==> config.mk <==
export PLATFORM = sky130hd
export DESIGN_NAME = ctrl_fsm_param_flat
export DESIGN_NICKNAME = d
export VERILOG_FILES = /design/src/rtl/ctrl_pkg.sv /design/src/rtl/ctrl_fsm_param_if.sv /design/src/rtl/ir_reg.sv /design/src/rtl/ctrl_fsm_param.sv /design/src/flat_wrapper.sv
export SDC_FILE = /design/constraint.sdc
export NUM_CORES = 1
export LEC_CHECK = 0
export CORE_MARGIN = 10
export CORE_UTILIZATION = 43
export CTS_CLUSTER_DIAMETER = 120
export DETAILED_ROUTE_END_ITERATION = 10
export GPL_ROUTABILITY_DRIVEN = 0
export PLACE_DENSITY = 0.95
export SLEW_MARGIN = 20
export SYNTH_ARGS = -nofsm -noshare
export SYNTH_HDL_FRONTEND = slang
export SYNTH_SLANG_ARGS = --single-unit
==> constraint.sdc <==
create_clock -name clk -period 4.85 [get_ports clk]
set_input_delay 1.455 -clock clk [delete_from_list [all_inputs] [get_ports clk]]
set_output_delay 1.455 -clock clk [all_outputs]
set_load 0.02 [all_outputs]
==> src/rtl/ctrl_pkg.sv <==
// Shared opcodes, FSM state encoding and datapath control codes for the
// multi-cycle instruction controller.
package ctrl_pkg;

  localparam logic [3:0] OP_NOP   = 4'h0;
  localparam logic [3:0] OP_ADD   = 4'h1;
  localparam logic [3:0] OP_SUB   = 4'h2;
  localparam logic [3:0] OP_AND   = 4'h3;
  localparam logic [3:0] OP_OR    = 4'h4;
  localparam logic [3:0] OP_ADDI  = 4'h5;
  localparam logic [3:0] OP_LOAD  = 4'h6;
  localparam logic [3:0] OP_STORE = 4'h7;
  localparam logic [3:0] OP_JMP   = 4'h8;
  localparam logic [3:0] OP_BEQZ  = 4'h9;
  localparam logic [3:0] OP_HALT  = 4'hF;

  typedef enum logic [2:0] {
    S_IDLE   = 3'd0,
    S_FETCH  = 3'd1,
    S_DECODE = 3'd2,
    S_EXEC   = 3'd3,
    S_MEM    = 3'd4,
    S_WB     = 3'd5,
    S_HALT   = 3'd6
  } state_t;

  localparam logic [1:0] PC_HOLD = 2'b00;
  localparam logic [1:0] PC_INC  = 2'b01;
  localparam logic [1:0] PC_LOAD = 2'b10;

  localparam logic [1:0] MDR_IDLE  = 2'b00;
  localparam logic [1:0] MDR_LOAD  = 2'b01;
  localparam logic [1:0] MDR_STORE = 2'b10;

  function automatic logic is_alu(input logic [3:0] op);
    return (op >= OP_ADD) && (op <= OP_ADDI);
  endfunction

  // Opcodes A..E are undefined; they run as NOP and raise the sticky flag.
  function automatic logic is_illegal(input logic [3:0] op);
    return (op >= 4'hA) && (op <= 4'hE);
  endfunction

endpackage

==> src/rtl/ctrl_fsm_param_if.sv <==
// Controller <-> datapath/instruction-source bundle. The master side is the
// controller; the slave side is whatever feeds it instructions and status.
interface ctrl_fsm_param_if #(
  parameter int IW   = 16,
  parameter int RW   = 2,
  parameter int OFFW = 8
);
  logic               en;
  logic [IW-1:0]      ins;
  logic               ins_valid;
  logic               ins_ready;
  logic               mem_ready;
  logic               zero;
  logic [RW-1:0]      rd;
  logic [RW-1:0]      rs;
  logic [OFFW-1:0]    offset_addr;
  logic               en_fetch_pulse;
  logic               en_pc_pulse;
  logic               en_mar_pulse;
  logic [1:0]         pc_ctrl;
  logic [(2**RW)-1:0] reg_en;
  logic [3:0]         alu_func;
  logic               alu_in_sel;
  logic               en_ram;
  logic               wen_ram;
  logic [1:0]         mdr_ctrl;
  logic               reg_in_sel;
  logic [2:0]         state;
  logic               illegal;

  modport master (
    input  en, ins, ins_valid, mem_ready, zero,
    output ins_ready, rd, rs, offset_addr, en_fetch_pulse, en_pc_pulse,
           en_mar_pulse, pc_ctrl, reg_en, alu_func, alu_in_sel, en_ram,
           wen_ram, mdr_ctrl, reg_in_sel, state, illegal
  );

  modport slave (
    output en, ins, ins_valid, mem_ready, zero,
    input  ins_ready, rd, rs, offset_addr, en_fetch_pulse, en_pc_pulse,
           en_mar_pulse, pc_ctrl, reg_en, alu_func, alu_in_sel, en_ram,
           wen_ram, mdr_ctrl, reg_in_sel, state, illegal
  );
endinterface

==> src/rtl/ir_reg.sv <==
// Instruction register: captures the instruction word on load, cleared by reset.
module ir_reg #(
  parameter int IW = 16
) (
  input  logic          clk,
  input  logic          rst,
  input  logic          load,
  input  logic [IW-1:0] d,
  output logic [IW-1:0] q
);

  // NOTE: sequential state is always written with <= so every flop samples
  // pre-edge values regardless of process ordering.
  always_ff @(posedge clk or negedge rst) begin
    if (!rst)      q <= '0;
    else if (load) q <= d;
  end

endmodule

==> src/rtl/ctrl_fsm_param.sv <==
// Multi-cycle instruction controller: fetch/decode/execute/memory/writeback
// FSM. Outputs decode from the state register and the latched IR.
module ctrl_fsm_param
  import ctrl_pkg::*;
#(
  parameter int IW   = 16,
  parameter int RW   = 2,
  parameter int OFFW = 8
) (
  input  logic              clk,
  input  logic              rst,
  ctrl_fsm_param_if.master  bus
);

  state_t        state_q, state_d;
  logic [IW-1:0] ir;
  logic [3:0]    op;
  logic          ir_load;
  logic          illegal_q;

  assign op      = ir[IW-1 -: 4];
  assign ir_load = (state_q == S_FETCH) && bus.ins_valid;

  ir_reg #(.IW(IW)) u_ir_reg (
    .clk  (clk),
    .rst  (rst),
    .load (ir_load),
    .d    (bus.ins),
    .q    (ir)
  );

  always_ff @(posedge clk or negedge rst) begin
    if (!rst) begin
      state_q   <= S_IDLE;
      illegal_q <= 1'b0;
    end else begin
      state_q   <= state_d;
      illegal_q <= illegal_q | ((state_q == S_DECODE) && is_illegal(op));
    end
  end

  // Register fields come only from the latched IR, so they stay put while
  // the source presents the next word.
  assign bus.rd          = ir[IW-5 -: RW];
  assign bus.rs          = ir[IW-5-RW -: RW];
  assign bus.offset_addr = ir[OFFW-1:0];
  assign bus.state       = state_q;
  assign bus.illegal     = illegal_q;

  // NOTE: every signal driven here gets a default first; any path that
  // skipped an assignment would otherwise infer a latch.
  always_comb begin
    state_d            = state_q;
    bus.ins_ready      = 1'b0;
    bus.en_fetch_pulse = 1'b0;
    bus.en_pc_pulse    = 1'b0;
    bus.en_mar_pulse   = 1'b0;
    bus.pc_ctrl        = PC_HOLD;
    bus.reg_en         = '0;
    bus.alu_func       = 4'h0;
    bus.alu_in_sel     = 1'b0;
    bus.en_ram         = 1'b0;
    bus.wen_ram        = 1'b0;
    bus.mdr_ctrl       = MDR_IDLE;
    bus.reg_in_sel     = 1'b0;

    case (state_q)
      S_IDLE: begin
        if (bus.en) state_d = S_FETCH;
      end

      S_FETCH: begin
        bus.ins_ready = 1'b1;
        if (bus.ins_valid) state_d = S_DECODE;
        else if (!bus.en)  state_d = S_IDLE;
      end

      // The fetch strobe marks the first cycle the new IR is visible.
      S_DECODE: begin
        bus.en_fetch_pulse = 1'b1;
        state_d            = S_EXEC;
      end

      S_EXEC: begin
        if (is_alu(op)) begin
          bus.alu_func   = op;
          bus.alu_in_sel = (op == OP_ADDI);
          state_d        = S_WB;
        end else if ((op == OP_LOAD) || (op == OP_STORE)) begin
          bus.en_mar_pulse = 1'b1;
          bus.alu_in_sel   = 1'b1;
          state_d          = S_MEM;
        end else if (op == OP_HALT) begin
          state_d = S_HALT;
        end else begin
          bus.en_pc_pulse = 1'b1;
          if (op == OP_JMP)                  bus.pc_ctrl = PC_LOAD;
          else if (op == OP_BEQZ && bus.zero) bus.pc_ctrl = PC_LOAD;
          else                               bus.pc_ctrl = PC_INC;
          state_d = S_FETCH;
        end
      end

      S_MEM: begin
        bus.en_ram   = 1'b1;
        bus.wen_ram  = (op == OP_STORE);
        bus.mdr_ctrl = (op == OP_STORE) ? MDR_STORE : MDR_LOAD;
        if (bus.mem_ready) begin
          if (op == OP_LOAD) begin
            state_d = S_WB;
          end else begin
            // A store retires in its final MEM cycle; stalls must not repeat the PC strobe.
            bus.en_pc_pulse = 1'b1;
            bus.pc_ctrl     = PC_INC;
            state_d         = S_FETCH;
          end
        end
      end

      S_WB: begin
        bus.reg_en[bus.rd] = 1'b1;
        bus.reg_in_sel     = (op == OP_LOAD);
        bus.en_pc_pulse    = 1'b1;
        bus.pc_ctrl        = PC_INC;
        state_d            = S_FETCH;
      end

      S_HALT: state_d = S_HALT;

      default: state_d = S_IDLE;
    endcase
  end

endmodule

==> src/flat_wrapper.sv <==
// flat-port wrapper written by rule: the top's interface ports become plain ports
module ctrl_fsm_param_flat import ctrl_pkg::*;
#(
  parameter int IW   = 16,
  parameter int RW   = 2,
  parameter int OFFW = 8
)
  (clk, rst, bus_en, bus_ins, bus_ins_valid, bus_mem_ready, bus_zero, bus_ins_ready, bus_rd, bus_rs, bus_offset_addr, bus_en_fetch_pulse, bus_en_pc_pulse, bus_en_mar_pulse, bus_pc_ctrl, bus_reg_en, bus_alu_func, bus_alu_in_sel, bus_en_ram, bus_wen_ram, bus_mdr_ctrl, bus_reg_in_sel, bus_state, bus_illegal);
  ctrl_fsm_param_if #(.IW(IW), .RW(RW), .OFFW(OFFW)) bus_i ();
  input  logic clk;
  input  logic rst;
  input wire logic [$bits(bus_i.en)-1:0] bus_en;
  input wire logic [$bits(bus_i.ins)-1:0] bus_ins;
  input wire logic [$bits(bus_i.ins_valid)-1:0] bus_ins_valid;
  input wire logic [$bits(bus_i.mem_ready)-1:0] bus_mem_ready;
  input wire logic [$bits(bus_i.zero)-1:0] bus_zero;
  output wire logic [$bits(bus_i.ins_ready)-1:0] bus_ins_ready;
  output wire logic [$bits(bus_i.rd)-1:0] bus_rd;
  output wire logic [$bits(bus_i.rs)-1:0] bus_rs;
  output wire logic [$bits(bus_i.offset_addr)-1:0] bus_offset_addr;
  output wire logic [$bits(bus_i.en_fetch_pulse)-1:0] bus_en_fetch_pulse;
  output wire logic [$bits(bus_i.en_pc_pulse)-1:0] bus_en_pc_pulse;
  output wire logic [$bits(bus_i.en_mar_pulse)-1:0] bus_en_mar_pulse;
  output wire logic [$bits(bus_i.pc_ctrl)-1:0] bus_pc_ctrl;
  output wire logic [$bits(bus_i.reg_en)-1:0] bus_reg_en;
  output wire logic [$bits(bus_i.alu_func)-1:0] bus_alu_func;
  output wire logic [$bits(bus_i.alu_in_sel)-1:0] bus_alu_in_sel;
  output wire logic [$bits(bus_i.en_ram)-1:0] bus_en_ram;
  output wire logic [$bits(bus_i.wen_ram)-1:0] bus_wen_ram;
  output wire logic [$bits(bus_i.mdr_ctrl)-1:0] bus_mdr_ctrl;
  output wire logic [$bits(bus_i.reg_in_sel)-1:0] bus_reg_in_sel;
  output wire logic [$bits(bus_i.state)-1:0] bus_state;
  output wire logic [$bits(bus_i.illegal)-1:0] bus_illegal;
  assign bus_i.en = bus_en;
  assign bus_i.ins = bus_ins;
  assign bus_i.ins_valid = bus_ins_valid;
  assign bus_i.mem_ready = bus_mem_ready;
  assign bus_i.zero = bus_zero;
  assign bus_ins_ready = bus_i.ins_ready;
  assign bus_rd = bus_i.rd;
  assign bus_rs = bus_i.rs;
  assign bus_offset_addr = bus_i.offset_addr;
  assign bus_en_fetch_pulse = bus_i.en_fetch_pulse;
  assign bus_en_pc_pulse = bus_i.en_pc_pulse;
  assign bus_en_mar_pulse = bus_i.en_mar_pulse;
  assign bus_pc_ctrl = bus_i.pc_ctrl;
  assign bus_reg_en = bus_i.reg_en;
  assign bus_alu_func = bus_i.alu_func;
  assign bus_alu_in_sel = bus_i.alu_in_sel;
  assign bus_en_ram = bus_i.en_ram;
  assign bus_wen_ram = bus_i.wen_ram;
  assign bus_mdr_ctrl = bus_i.mdr_ctrl;
  assign bus_reg_in_sel = bus_i.reg_in_sel;
  assign bus_state = bus_i.state;
  assign bus_illegal = bus_i.illegal;
  ctrl_fsm_param #(.IW(IW), .RW(RW), .OFFW(OFFW)) u_core (.clk(clk), .rst(rst), .bus(bus_i));
endmodule
==> metrics.txt <==
r2r setup slk=2.82 ns; fin nets=192; Worst Setup Start Kind=input pin; wire per inst=16.7 µm; Synth Warn #=0; total CTS buffers=3; Synth area leaders=dfrtp_1 41%, mux2_2 12%, buf_4 9.9%; antenna violations before repair=0; post-CTS sizing=0; clock slew at reported path FFs=0.11 ns; sequential share of the synthesized area=41.3%; I/O pins=58; endpoints failing hold=0; Synth top area share=41.3%; syn_area_per_cell=9.26 µm²; Clock Skew=0.00290 ns; Hold Path Class=reg2reg; Post-synth top flop=dfrtp_1; vias=1,067; First-pass DRT Iterations=4; port bufs=56; Crit Path Max Fanout=2; vias per cell=5.34; buffer count from post-CTS setup fixing=0; # hold bufs at CTS=0; Initial Utilization=44.3%; Max Cap Viol=0; number of synthesized flops with an enable pin=0; Fin Setup TNS=0 ns; Root Buffer=clkbuf_4; Max VDD drop=0.374 mV; post-synth cell types=33; Mapped Cells=131; Fmax=212 MHz; Detailed Route WL=3.34 mm; min cycle time layout=4.71 ns; share of cells above drive strength 1=11.8%; DRC Markers=0; top post-synthesis cells by count=20 x dfrtp_1, 16 x buf_4, 13 x mux2_2; Iter 0 DRT Violations=94; WP data arrival=3.26 ns; Cell Pwr Density=619 nW/µm²; vias in the first global route=1,130; RSZ-0062 raised after global routing=no; Required @ worst endpoint=3.39 ns; # rows=19; FF+latch count, synth=20; clock tree from TritonCTS=yes; first-pass GRT wire length=5.31 mm; clock sink count=20; post-synth top area cell=dfrtp_1; Core Region=2730 µm²; fraction of registers with async set/reset=100%; Die Y=73.1 µm; fill count=252; Storage cell area=500 µm²; clock tree buffer depth=2; Setup crit end kind=primary output; multi-input logic area=536 µm²; Mapped Area=1210 µm²; grt total ovfl=0; Slew @ Worst Pin=0.917 ns; leakage=0.000668 µW; Net Count, Synth=153; antenna viol nets, final=0; most frequent cell after synthesis=dfrtp_1; Die ar.=5340 µm²; GRT Overall Usage=12.2%; Area Growth Syn to Fin=40.0%; status=completed; max_slew headroom=38.7%; htree depth=1; Final Total Pwr=1050 µW; die extent in x=73.1 µm; period utilization=97.2%; Clock Latency Late Sink=0.29 ns; dpl hpwl=2.65 mm; pin count of the biggest net entering global routing=21; Setup violations, final=0; ANT cells=0; fin. max-slew vios=0; critical path type=in2out
-- where the power goes --
group          switching [µW]  leakage, µW  internal [µW]  total [µW]
Combinational             292     0.000409            297         589
Sequential                116     0.000238            248         365
Clock                    50.9    0.0000210           45.7        96.6
Total                     460     0.000668            591        1050
-- state kept, by name (all words and copies together) (netlist names) --
register            flops
u_core.bus.state        3
u_core.bus.illegal      1
u_core.u_ir_reg.q      16
-- layout by cell type, fill, tap and decap left out, drive strengths merged, types with 4 or more instances in the layout --
cell,Yosys,layout
o21ai,7,7
nand2,10,10
dfrtp,20,20
clkdlybuf4s50,0,56
mux2,13,13
inv,7,7
nor3,5,5
clkbuf,0,4
nor2,11,11
a21oi,6,6
-- cell type report --
class                      count  share of cell area [%]
tap                           31                    2.28
multi-input combinational     82                    31.5
inverter                       7                    1.55
sequential                    20                    29.5
clock buffer                   4                    2.14
timing repair buffer          56                    33.0
-- per-stage QoR --
stage / cells / util (%) / area, µm² / hold slack [ns] / worst slack (ns)
2_1_floorplan: 131 / - / 1210 / 0.482 / 1.24
3_3_place_gp: 196 / 60.8 / 1660 / 0.454 / 0.240
3_5_place_dp: 196 / 60.8 / 1660 / 0.453 / 0.123
4_1_cts: 200 / 62.1 / 1700 / 0.491 / 0.118
5_1_grt: 200 / 62.1 / 1700 / 0.524 / 0.0577
6_report: 200 / 62.1 / 1700 / 0.479 / 0.135
-- critical path, stage by stage --
cell             delay (ns)
clkdlybuf4s50_1        0.49
nor2b_1                0.06
o311ai_0               0.31
a21oi_1                0.12
or2_2                  0.28
clkdlybuf4s50_1        0.54
-- metal layers --
layer  up-vias  GRT usage, %  wire, µm
met5         -             0         0
met4         0          3.80         8
met3         2          5.31       287
met2        35          22.3      1840
met1       516          12.1      1200
li1        514             -         -
-- logic make-up after synthesis --
logic type	count (synthesis)	synth area share, %
buf+inv	29	14.6
simple gates	43	18.6
mux	13	12.1
flops	20	41.3
other cells	1	0.309
compound gates	25	13.2
-- final timing paths --
path,from,end,depth (start not counted)
max,bus_zero,bus_pc_ctrl[0],6
min,u_core.bus.illegal,u_core.bus.illegal,1
max in group asynchronous,rst,u_core.u_ir_reg.q[6],1
max reg2reg,u_core.bus.state[0],u_core.u_ir_reg.q[10],3
min in group asynchronous,rst,u_core.u_ir_reg.q[9],1
min reg2reg,u_core.bus.illegal,u_core.bus.illegal,1
Note: power is estimated with default switching activity, not from simulation.
